==> src/rtl/jtcps1_sndcmd.sv <==
// CPS1 main-CPU sound command latches: decodes 68000 byte writes into snd_latch0/snd_latch1.
// Define JTCPS1_SNDQUEUE_EN to add a pending-command FIFO behind latch 0.
module jtcps1_sndcmd #(
   parameter int QW = 2
) (
   input  logic          rst,
   input  logic          clk,
   input  logic          snd_cs,
   input  logic          cpu_rnw,
   input  logic [1:0]    cpu_dsn,
   input  logic          cpu_a3,
   input  logic [15:0]   cpu_dout,
   input  logic          latch0_rd,
   output logic [7:0]    snd_latch0,
   output logic [7:0]    snd_latch1,
   output logic [QW-1:0] queue_lvl,
   output logic          overflow
);

   logic wr_s;
   logic wr_l_r;
   logic wr_ev_s;
   logic wr0_s;
   logic wr1_s;
   logic unused_s;

   assign wr_s    = snd_cs & ~cpu_rnw & ~cpu_dsn[0];
   assign wr_ev_s = wr_s & ~wr_l_r;
   assign wr0_s   = wr_ev_s & ~cpu_a3;
   assign wr1_s   = wr_ev_s & cpu_a3;

   // Write strobe history for edge detection
   always_ff @(posedge clk) begin
      if (rst) begin
         wr_l_r <= 1'b0;
      end else begin
         wr_l_r <= wr_s;
      end
   end

   // Latch 1 (fade byte), never queued
   always_ff @(posedge clk) begin
      if (rst) begin
         snd_latch1 <= 8'hFF;
      end else if (wr1_s) begin
         snd_latch1 <= cpu_dout[7:0];
      end else begin
         snd_latch1 <= snd_latch1;
      end
   end

`ifdef JTCPS1_SNDQUEUE_EN
   localparam int             DEPTH = 2**QW - 1;
   localparam logic [QW-1:0]  ZERO  = {QW{1'b0}};
   localparam logic [QW-1:0]  ONE   = {{(QW-1){1'b0}}, 1'b1};
   localparam logic [QW-1:0]  LAST  = QW'(DEPTH - 1);
   localparam logic [QW-1:0]  FULL  = QW'(DEPTH);

   logic [7:0]    fifo_r [DEPTH];
   logic [QW-1:0] wptr_r;
   logic [QW-1:0] rptr_r;
   logic          rd_l_r;
   logic          seen_r;
   logic          rd_ev_s;
   logic          empty_s;
   logic          full_s;
   logic          adv_s;
   logic          direct_s;
   logic          push_s;
   logic          drop_s;

   // FIFO depth need not be a power of two, so wrap explicitly
   function automatic logic [QW-1:0] next_ptr(input logic [QW-1:0] p);
      return (p == LAST) ? ZERO : p + ONE;
   endfunction

   assign rd_ev_s  = latch0_rd & ~rd_l_r;
   assign empty_s  = (queue_lvl == ZERO);
   assign full_s   = (queue_lvl == FULL);
   assign adv_s    = seen_r & ~empty_s;
   assign direct_s = wr0_s & empty_s & seen_r;
   assign push_s   = wr0_s & ~full_s & ~direct_s;
   assign drop_s   = wr0_s & full_s;
   assign unused_s = ^cpu_dout[15:8];

   // Pending command storage
   always_ff @(posedge clk) begin
      if (rst) begin
         for (int i = 0; i < DEPTH; i++) fifo_r[i] <= 8'h00;
      end else if (push_s) begin
         fifo_r[wptr_r] <= cpu_dout[7:0];
      end else begin
         fifo_r[wptr_r] <= fifo_r[wptr_r];
      end
   end

   // Latch 0 presentation, queue pointers, level, seen and overflow flags
   always_ff @(posedge clk) begin
      if (rst) begin
         snd_latch0 <= 8'hFF;
         wptr_r     <= ZERO;
         rptr_r     <= ZERO;
         queue_lvl  <= ZERO;
         rd_l_r     <= 1'b0;
         seen_r     <= 1'b1;
         overflow   <= 1'b0;
      end else begin
         rd_l_r <= latch0_rd;
         if (push_s) wptr_r <= next_ptr(wptr_r);
         if (adv_s) begin
            snd_latch0 <= fifo_r[rptr_r];
            rptr_r     <= next_ptr(rptr_r);
         end else if (direct_s) begin
            snd_latch0 <= cpu_dout[7:0];
         end
         case ({push_s, adv_s})
            2'b10:   queue_lvl <= queue_lvl + ONE;
            2'b01:   queue_lvl <= queue_lvl - ONE;
            default: queue_lvl <= queue_lvl;
         endcase
         // A read landing with an advance marks the new value as already seen
         if (rd_ev_s) begin
            seen_r <= 1'b1;
         end else if (adv_s | direct_s) begin
            seen_r <= 1'b0;
         end
         if (drop_s) overflow <= 1'b1;
      end
   end
`else
   assign unused_s  = ^{cpu_dout[15:8], latch0_rd};
   assign queue_lvl = {QW{1'b0}};
   assign overflow  = 1'b0;

   // Latch 0 overwritten by every write event
   always_ff @(posedge clk) begin
      if (rst) begin
         snd_latch0 <= 8'hFF;
      end else if (wr0_s) begin
         snd_latch0 <= cpu_dout[7:0];
      end else begin
         snd_latch0 <= snd_latch0;
      end
   end
`endif

endmodule

==> config.mk <==
export PLATFORM = sky130hd
export DESIGN_NAME = jtcps1_sndcmd
export DESIGN_NICKNAME = d
export VERILOG_FILES = /design/src/rtl/jtcps1_sndcmd.sv
export SDC_FILE = /design/constraint.sdc
export NUM_CORES = 1
export LEC_CHECK = 0
export BUFFER_PORTS_ARGS = -buffer_cell sky130_fd_sc_hd__buf_2
export CORE_UTILIZATION = 36
export CTS_BUF_LIST = sky130_fd_sc_hd__clkbuf_8 sky130_fd_sc_hd__clkbuf_16
export DETAILED_ROUTE_END_ITERATION = 12
export GPL_ROUTABILITY_DRIVEN = 0
export PLACE_DENSITY_LB_ADDON = 0.08
export SLEW_MARGIN = 40
export SYNTH_ARGS = -nofsm -noshare
export SYNTH_HDL_FRONTEND = slang
export SYNTH_SLANG_ARGS = --single-unit
==> constraint.sdc <==
create_clock -name clk -period 1.3 [get_ports clk]
set_input_delay 0.065 -clock clk [delete_from_list [all_inputs] [get_ports clk]]
set_output_delay 0.065 -clock clk [all_outputs]
set_load 0.02 [all_outputs]
Word level (Yosys, flattened, before mapping)
Cells that the tools add are included.

Multiply operators: 0. Mux-type cells: 0. Add/subtract/negate cells: 0. Shift-type cells: 0. Bitwise operators: 9. Reductions and logical operators: 0. Magnitude comparators: 0. Div/mod/pow operators: 0. Equality and inequality tests: 0.

Operators by type and width (number): bitwise AND 1 bit (5); inverter 1 bit (4).

Memory bits (writable): 0. Flip-flop bits (word level): 17. Memories: 0. Output and inout bits: 19. Bits in latches: 0. ROM bits: 0.

Depth between registers and ports, before layout
Gate-level depths: netlist of the first run.

Depth after elaboration: 5. Mapped depth: 4.

Worst setup path before layout of the first run
No wires, ideal clock.

Path kind: register to register. From: register wr_l_r. To: register snd_latch0[0]. Library setup time: 0.072 ns. Data required time: 1.228 ns. Period minus slack after synthesis: 1.415 ns. Buffers on the path: 0. Stages on the path, launching flop included: 4. Setup slack: -0.115 ns. Arrival time: 1.344 ns. Cells stage by stage: dfxtp_1 or4b_4 nor2_2 mux2i_1.

Longest elaborated chain between the ends: 3.

Ends and longest elaborated chain: from (decl) (RTL line 21) `logic wr_l_r;`; from (signal assigned) (RTL line 37) `wr_l_r <= wr_s;`; inverter 1 bit (RTL line 28) `assign wr_ev_s = wr_s & ~wr_l_r;`; bitwise AND 1 bit (RTL line 28); bitwise AND 1 bit (RTL line 29) `assign wr0_s = wr_ev_s & ~cpu_a3;`; to (signal assigned) (RTL line 140) `snd_latch0 <= cpu_dout[7:0];`; to (signal assigned) (RTL line 142) `snd_latch0 <= snd_latch0;`; to (decl) (RTL line 14) `output logic [7:0] snd_latch0,`.

Every way passes these cells. A chain may end at the register's enable or synchronous reset.

Worst setup path after layout of the first run
Same ends and word-level chain as after synthesis.

==> results.md, run 1 <==
* Ranking of synthesized cells by area: dfxtp_1, mux2i_1, nor2_1
* RSZ-0062 raised after global routing: yes
* I/O Buffers at 29
* YS warnings at 0
* Mux cell area share after synthesis at 0.236
* Startpoint Class: flip-flop
* Worst EP arrival at ~1600 ps
* Clock power share at 0.369
* Final worst path period share at 1.07
* Area share of fa/ha/maj cells after synthesis at 0
* Largest family of logic cells by synthesized area: multiplexers
* Final ANT Viol Nets at 0
* Num rows at 15
* Post-CTS Setup Repair Bufs at 0
* ANT cells at 0
* All-layer global routing usage at 0.137
* Drt pass-1 iters at 2
* Clock Pin Slew Worst Setup and Hold Paths at 60 ps
* Sequential power share at 0.523
* Mapped Cells at 70
* Initial antenna violation count at 0
* H-tree levels at 1
* Die H at 45.4 um
* Maximum VDD drop at 0.817 mV
* Core area at 1750 sq um
* GRT overflow at 0
* Filler Cell Count at 171
* Via count at 552
* Synthesis-to-layout area growth at 36.0%
* Largest net degree at the start of global routing at 26
* CTS Buffer Depth at 2
* Commonest non-fill, non-tap cells in the layout: buf_2, nor2_1, dfxtp_1
* Final Critical Period at approximately 1400 ps
* PwrDens at 1120 nW/um^2
* Number of max-cap violations at 0
* Die width at 45.4 um
* Number of DRC markers in iteration 0 at 2
* Xor/xnor share of the synthesized area at 0
* Die area at 2060 sq um
* FF/Latch Area at 340 sq um
* Max Slew Vio Count at 0
* Critical Path Sink Type: flip-flop
* Power consumption at 1.03 mW
* Final net count at 127
* Combinational power share at 0.109
* P_int at between 700 and 800 uW
* Switching Fraction at 0.229
* DP Worst Slack at -193 ps
* Simple-gate share of the synthesized area at 0.185
* Final setup violation count at 16
* First-pass GRT wire length at 1960 um
* Register area share after synthesis at 0.502
* Dpl hpwl at 890 um
* Area occupied by multi-input gates at 304 sq um
* Peak Freq at 722 MHz
* Synth area leader: dfxtp_1
* IO Count at 43
* Net Sw Power at 236 uW
* Status: finished, violations left
* Initial core utilization at 0.389
* Vias in the first global route at 463
* Synth Area in Compound Gates at 0
* Root Driver: clkbuf_8
* Layout cell share with drive strength beyond 1 at 0.373
* Post-DR vias/cell at between 4 and 5
* Violated checks: negative setup slack
* Clock Sinks at 17
* Setup CP Type: flip-flop to flip-flop
* Worst hold path type: primary input to flip-flop
* Mean post-synth cell area at slightly below 10 sq um
* Drt total wl at 1260 um
* Commonest non-fill, non-tap cell in the layout: buf_2
* Synthesized area at 678 sq um
* Yosys reg bits at 17
* Fin. Hold Viols at 0
* Top-area cell type share of the netlist area at 0.502
* Crit path max fanout at 8
* WL per Instance at 9.90 um
* P_leak at 0.421 nW
* Cts bufs inserted at 3
* Setup slack after layout at -85.3 ps
* Clock Latency Late Sink at 240 ps
* Worst Path Required at 1480 ps
* CTS tree: yes
* Yosys cell types at 12
* Clock Skews at 1.43 ps
* DRC errors left at 0
power by group through the flow:
stage | Combinational, mW | Sequential, mW | Clock, mW
6_report | 0.112 | 0.538 | 0.379
3_5_place_dp | 0.105 | 0.550 | 0
2_1_floorplan | 0.0577 | 0.563 | 0
4_1_cts | 0.112 | 0.538 | 0.393
5_1_grt | 0.122 | 0.539 | 0.419
3_3_place_gp | 0.104 | 0.549 | 0
synth_stat cells:
library cell and n:
nor2_1 24, mux2i_1 16, or4b_4 1, nor2_2 1, or2_1 1, dfxtp_1 17, inv_1 1, buf_6 1
nor4b_1 1, clkbuf_1 3, buf_4 3, conb_1 1
flip-flops by register name, indices dropped and copies added, names as in the netlist:
signal / cells
wr_l_r: 1
snd_latch0: 8
snd_latch1: 8
worst max-delay path: stages, from the launching register on:
cell and delay, ps:
dfxtp_1 300, or4b_4 480, buf_6 130, nor2_4 90
buf_12 140, mux2i_1 180
cell type report:
| cell class | instances | area share |
|---|---|---|
| Inverter | 1 | 0.00407 |
| Timing Repair Buffer | 33 | 0.213 |
| Multi-Input combinational cell | 47 | 0.330 |
| Tap cell | 25 | 0.0339 |
| Clock buffer | 3 | 0.0448 |
| Sequential cell | 17 | 0.369 |
| Clock inverter | 1 | 0.00543 |
final timing paths:
check / slack (ps) / start / end / depth (start not counted)
worst max-delay path: -90 / wr_l_r / snd_latch0[0] / 5
worst min-delay path: 80 / cpu_dout[4] / snd_latch1[4] / 3
worst max register to register: -90 / wr_l_r / snd_latch0[0] / 5
worst min register to register: 510 / snd_latch0[4] / snd_latch0[4] / 2
metrics by stage:
| stage | cell area [sq um] | setup TNS (ps) | std cells | utilization | hold slack [ps] |
|---|---|---|---|---|---|
| after floorplan | 691 | -635 | 72 | - | 141 |
| after global placement | 850 | -1860 | 121 | 0.487 | 252 |
| after detailed placement | 850 | -2130 | 121 | 0.487 | 257 |
| after CTS | 922 | -1250 | 127 | 0.528 | 80.3 |
| after global routing | 922 | -1840 | 127 | 0.528 | 95.2 |
| final | 922 | -1110 | 127 | 0.528 | 79.8 |
cells by family after synthesis:
family	Yosys count
DFF	17
and+or+nand+nor	28
buffers and inverters	8
muxes	16
other	1
layer usage:
| metal | up-vias | global-route usage | routed length, um |
|---|---|---|---|
| met5 | - | 0 | 0 |
| met4 | 0 | 0.0909 | 10 |
| met3 | 2 | 0.0357 | 49 |
| met2 | 15 | 0.229 | 637 |
| met1 | 252 | 0.151 | 559 |
| li1 | 283 | - | - |
repair_timing:
item                       4_1_cts  5_1_grt
gates resized for setup          2        0
setup endpoints to repair       16       16
hold endpoints to repair         1        0
hold buffers                     2        0
(Power assumes the default switching activity.)
==> run 2: changes to the inputs <==
--- a/config.mk
+++ b/config.mk
@@ -6,6 +6,7 @@
 export NUM_CORES = 1
 export LEC_CHECK = 0
 export BUFFER_PORTS_ARGS = -buffer_cell sky130_fd_sc_hd__buf_2
+export CORE_MARGIN = 2
 export CORE_UTILIZATION = 36
 export CTS_BUF_LIST = sky130_fd_sc_hd__clkbuf_8 sky130_fd_sc_hd__clkbuf_16
 export DETAILED_ROUTE_END_ITERATION = 12
==> run 2 against run 1 <==
Critical path depth down 2. The run still ends with negative setup slack left. Worst setup slack better by 15 ps. Flip-flop and latch count unchanged. Utilization down 0.57 points. Clock power down 1%. Maximum frequency up 1.1%. Combinational power down 4%. Sequential power about the same. Largest cell class unchanged.
==> results.md, run 2 (synthesized netlist as in run 1, its figures left out) <==
* Status: finished, violations left
* Violated checks: negative setup slack
* Commonest non-fill, non-tap cells in the layout: buf_2, nor2_1, dfxtp_1
* Filler Cell Count at around 200
* Die width at about 47 um
* Number of max-cap violations at 0
* Initial core utilization at 0.389
* Largest regs: snd_latch0 x8, snd_latch1 x8, wr_l_r x1
* P_leak at about 0.42 nW
* I/O Buffers at 29
* Hold Path Stages at 3
* Die H at 47.4 um
* GRT overflow at 0
* R2R Setup Slk at -70 ps
* Worst EP arrival at around 1500 ps
* ANT cells at 0
* Post-CTS Setup Repair Bufs at 0
* CTS tree: yes
* Startpoint Class: flip-flop
* All-layer global routing usage at 0.138
* Clock Pin Slew Worst Setup and Hold Paths at 60 ps
* Wire length on met2 at 663 um
* Clock Sinks at 17
* PwrDens at 1120 nW/um^2
* Root Driver: clkbuf_8
* Clock Latency Late Sink at 240 ps
* Worst hold path type: primary input to flip-flop
* M1 WL at 570 um
* Post-DR vias/cell at ~4.4
* WL per Instance at 10.4 um
* Dpl hpwl at 964 um
* Worst Path Required at 1430 ps
* Setup slack after layout at -70.2 ps
* Final ANT Viol Nets at 0
* Cts bufs inserted at 3
* Top Metal Used: met4
* Maximum VDD drop at 0.682 mV
* First-pass GRT wire length at 2060 um
* Crit Reg-Reg Startpoint: wr_l_r
* Core area at 1750 sq um
* DRC errors left at 0
* Commonest non-fill, non-tap cell in the layout: buf_2
* Crit-path cells: or4b_4 -> or2_4 -> mux2i_1
* Final worst path period share at 1.05
* Setup CP Type: flip-flop to flip-flop
* Non-Filler Instances at 127
* Drt pass-1 iters at 3
* Final net count at 127
* Placed cells at 121
* Critical path's slowest cell: or4b_4
* Vias in the first global route at between 500 and 600
* Initial antenna violation count at 0
* Via count at 563
* Final setup violation count at 8
* Fin. Hold Viols at 0
* Reg2reg end: snd_latch1[0]
* Worst Hold Path EP: snd_latch1[4]
* Peak Freq at 730 MHz
* Crit-path max cell delay at 500 ps
* Critical Path Sink Type: flip-flop
* IO Count at 43
* Die area at between 2000 and 2500 sq um
* Setup TNS at -531 ps
* CTS Buffer Depth at 2
* H-tree levels at 1
* Crit path max fanout at 8
* DR WL met3 at 78 um
* Number of DRC markers in iteration 0 at 1
* Layout cell share with drive strength beyond 1 at 0.363
* Num rows at 15
* RSZ-0062 raised after global routing: yes
* Hold_sp: cpu_dout[4]
* Area occupied by multi-input gates at ~300 sq um
* Final Critical Period at 1370 ps
* Synthesis-to-layout area growth at 34.5%
* Drt total wl at 1320 um
* R2R depth at 3
* FF/Latch Area at 340 sq um
* Max Slew Vio Count at 0
* Clock Skews at 0.352 ps
* Largest net degree at the start of global routing at 26
==> run 2: cell types whose count changed in the layout (fill, tap and decap cells not counted), sizes merged <==
cell	before	now
clkinv	1	0
inv	1	2
==> run 2: how the worst max path moves through the flow <==
stage	to	slack (ps)	startpoint	depth (start not counted)
2_1_floorplan	snd_latch1[1]	-80	wr_l_r	4
3_3_place_gp	snd_latch1[1]	-190	wr_l_r	3
3_5_place_dp	snd_latch1[0]	-220	wr_l_r	3
4_1_cts	snd_latch1[2]	-70	wr_l_r	3
5_1_grt	snd_latch1[2]	-100	wr_l_r	3
6_report	snd_latch1[0]	-70	wr_l_r	3
==> run 2: power by group <==
| part | leakage, nW | switching, mW | total (mW) | internal [mW] |
|---|---|---|---|---|
| Combinational | 0.256 | 0.0623 | 0.108 | 0.0461 |
| Sequential | 0.138 | 0.00514 | 0.538 | 0.533 |
| Clock | 0.0269 | 0.165 | 0.374 | 0.209 |
==> run 2: final cells by class <==
class                   instances  share of cell area
clock inverters                 1             0.00412
flip-flops and latches         17               0.373
well taps                      25              0.0343
clock buffers                   3              0.0453
inverters                       1             0.00412
multi-input cells              47               0.333
repair buffers                 33               0.206
==> run 2: metal layers <==
| metal | track usage | vias to the layer above |
|---|---|---|
| li1 | - | 285 |
| met1 | 0.157 | 260 |
| met2 | 0.222 | 16 |
| met3 | 0.0462 | 2 |
| met4 | 0.0833 | 0 |
| met5 | 0 | - |
==> run 2: what timing repair did <==
action,CTS,global route
pin swaps,1,0
gates resized for setup,3,0
setup endpoints to repair,11,16
hold buffers,2,0
endpoints found under the hold margin,1,0
==> run 2: worst max-delay path: cells and delay by family, from the launching register on <==
family / cells / cell delay, ps
muxes: 1 / 140
and+or+nand+nor: 2 / 820
DFF: 1 / 300
==> run 2: metrics by stage <==
stage,utilization,power [mW],instance area (sq um),setup slack (ps),hold WS [ps]
floorplan,-,0.621,691,-79.5,141
global placement,0.480,0.651,837,-194,251
finish,0.523,1.02,912,-70.2,82.1
global route,0.523,1.07,912,-99.5,89.7
CTS,0.523,1.04,912,-72.9,77.2
detailed placement,0.480,0.652,837,-217,258
==> run 3: changes to the inputs <==
--- a/config.mk
+++ b/config.mk
@@ -11,7 +11,7 @@
 export CTS_BUF_LIST = sky130_fd_sc_hd__clkbuf_8 sky130_fd_sc_hd__clkbuf_16
 export DETAILED_ROUTE_END_ITERATION = 12
 export GPL_ROUTABILITY_DRIVEN = 0
-export PLACE_DENSITY_LB_ADDON = 0.08
+export PLACE_DENSITY = 0.72
 export SLEW_MARGIN = 40
 export SYNTH_ARGS = -nofsm -noshare
 export SYNTH_HDL_FRONTEND = slang
==> run 3 against run 2 <==
The flow still finishes with violations (negative setup slack). Final area increased by 2.3%. Via count decreased by 0.89%. Routed wire length increased by 2.9%. Clock power increased by 2%. Largest power group unchanged.
==> results.md, run 3 (synthesized netlist as in run 1, its figures left out) <==
* Status: finished, violations left
* Violated checks: negative setup slack
* First-pass GRT wire length at 2100 um
* Post-DP Area at approximately 860 sq um
* CTS tree: yes
* Die H at around 47 um
* Non-Filler Instances at 128
* Num rows at 15
* Crit-path cells: or4b_4 -> buf_6 -> nor2_4 -> buf_12 -> mux2i_1
* Number of max-cap violations at 0
* Core area at 1750 sq um
* Maximum VDD drop at roughly 0.9 mV
* Critical path's slowest cell: or4b_4
* Critical Path Sink Type: flip-flop
* Worst hold path type: primary input to flip-flop
* Number of DRC markers in iteration 0 at 1
* Post-CTS Setup Repair Bufs at 0
* Startpoint Class: flip-flop
* Design area at 933 sq um
* WL per Instance at 10.6 um
* Worst EP arrival at 1590 ps
* Initial core utilization at 0.389
* Clock Pin Slew Worst Setup and Hold Paths at 60 ps
* CTS Buffer Depth at 2
* Clock Sinks at 17
* Setup CP Type: flip-flop to flip-flop
* Die area at about 2200 sq um
* Clock Latency Late Sink at 250 ps
* Root Driver: clkbuf_8
* PwrDens at 1110 nW/um^2
* P_leak at around 0.43 nW
* Largest net degree at the start of global routing at 26
* Final worst path period share at 1.09
* Via count at 558
* Final net count at 128
* Setup TNS at -1290 ps
* Post-DR vias/cell at 4.36
* ANT cells at 0
* Initial antenna violation count at 0
* Final ANT Viol Nets at 0
* Final setup violation count at 16
* Placed cells at 122
* RSZ-0062 raised after global routing: yes
* Cts bufs inserted at 3
* Clock Skews at 4.74 ps
* Largest regs: snd_latch0 x8, snd_latch1 x8, wr_l_r x1
* Commonest non-fill, non-tap cells in the layout: buf_2, nor2_1, dfxtp_1
* Peak Freq at ~710 MHz
* GRT overflow at 0
* Max Slew Vio Count at 0
* Die width at 47.4 um
* Worst Path Required at around 1500 ps
* Crit path max fanout at 6
* I/O Buffers at 29
* Drt total wl at 1360 um
* Core Util, Final at 0.535
* All-layer global routing usage at 0.136
* DP Worst Slack at -204 ps
* Setup slack after layout at -112 ps
* Layout cell share with drive strength beyond 1 at 0.379
* Drt pass-1 iters at 2
* Crit-path max cell delay at between 400 and 500 ps
* Crit-path leading delay family: simple AND/OR/NAND/NOR gates
* IO Count at 43
* Vias in the first global route at 513
* Dpl hpwl at 994 um
* Commonest non-fill, non-tap cell in the layout: buf_2
* DRC errors left at 0
* Synthesis-to-layout area growth at 37.6%
* Fin. Hold Viols at 0
* Bufs and invs on worst path at 2
* Final Critical Period at between 1000 and 1500 ps
* H-tree levels at 1
[run 3: changes by cell type in the layout (fill, tap and decap cells not counted)]
cell	delta
clkinv_2	+1
inv_1	-1
buf_12	+1
[run 3: layout make-up]
type | count | area [sq um]
fillers | 170 | 812
flip-flops and latches | 17 | 340
multi-input cells | 47 | 304
repair buffers | 34 | 208
clock buffers | 3 | 41.3
well taps | 25 | 31.3
clock inverters | 1 | 5.00
inverters | 1 | 3.75
[run 3: path summary, 6_finish.rpt]
path                               startpoint             to  slack, ps  cells past startpoint
worst min register to register  snd_latch0[5]  snd_latch0[5]        510                      2
worst max register to register         wr_l_r  snd_latch0[0]       -110                      5
worst min-delay path              cpu_dout[2]  snd_latch1[2]         80                      3
worst max-delay path                   wr_l_r  snd_latch0[0]       -110                      5
[run 3: through the flow]
stage,power [mW],hold slack (ps)
floorplan,0.621,141
global placement,0.654,249
detailed placement,0.656,251
CTS,1.04,81.9
global route,1.06,92.7
finish,1.03,78.0
[run 3: worst register-to-register path, cell delays in order (launching register included)]
cell and delay, ps:
dfxtp_1 300, or4b_4 480, buf_6 130, nor2_4 120, buf_12 140, mux2i_1 170
[run 3: power breakdown]
group          internal, mW  leakage [nW]  switching [mW]  total [mW]
Combinational        0.0497         0.264          0.0632       0.113
Sequential            0.533         0.138         0.00550       0.538
Clock                 0.212        0.0255           0.170       0.382
Total                 0.795         0.428           0.238        1.03
[run 3: what timing repair did]
action | in CTS | in global routing
endpoints found under the hold margin | 1 | 0
pin swaps | 1 | 1
gates cloned | 0 | 0
setup endpoints to repair | 16 | 16
hold buffers | 2 | 0
gates resized for setup | 3 | 0
[run 3: routing by layer]
layer / vias to the layer above / part of all wire / GRT usage
li1: 286 / - / -
met1: 250 / 0.40 / 0.168
met2: 18 / 0.51 / 0.224
met3: 4 / 0.058 / 0.0154
met4: 0 / 0.026 / 0.0833
met5: - / 0 / 0
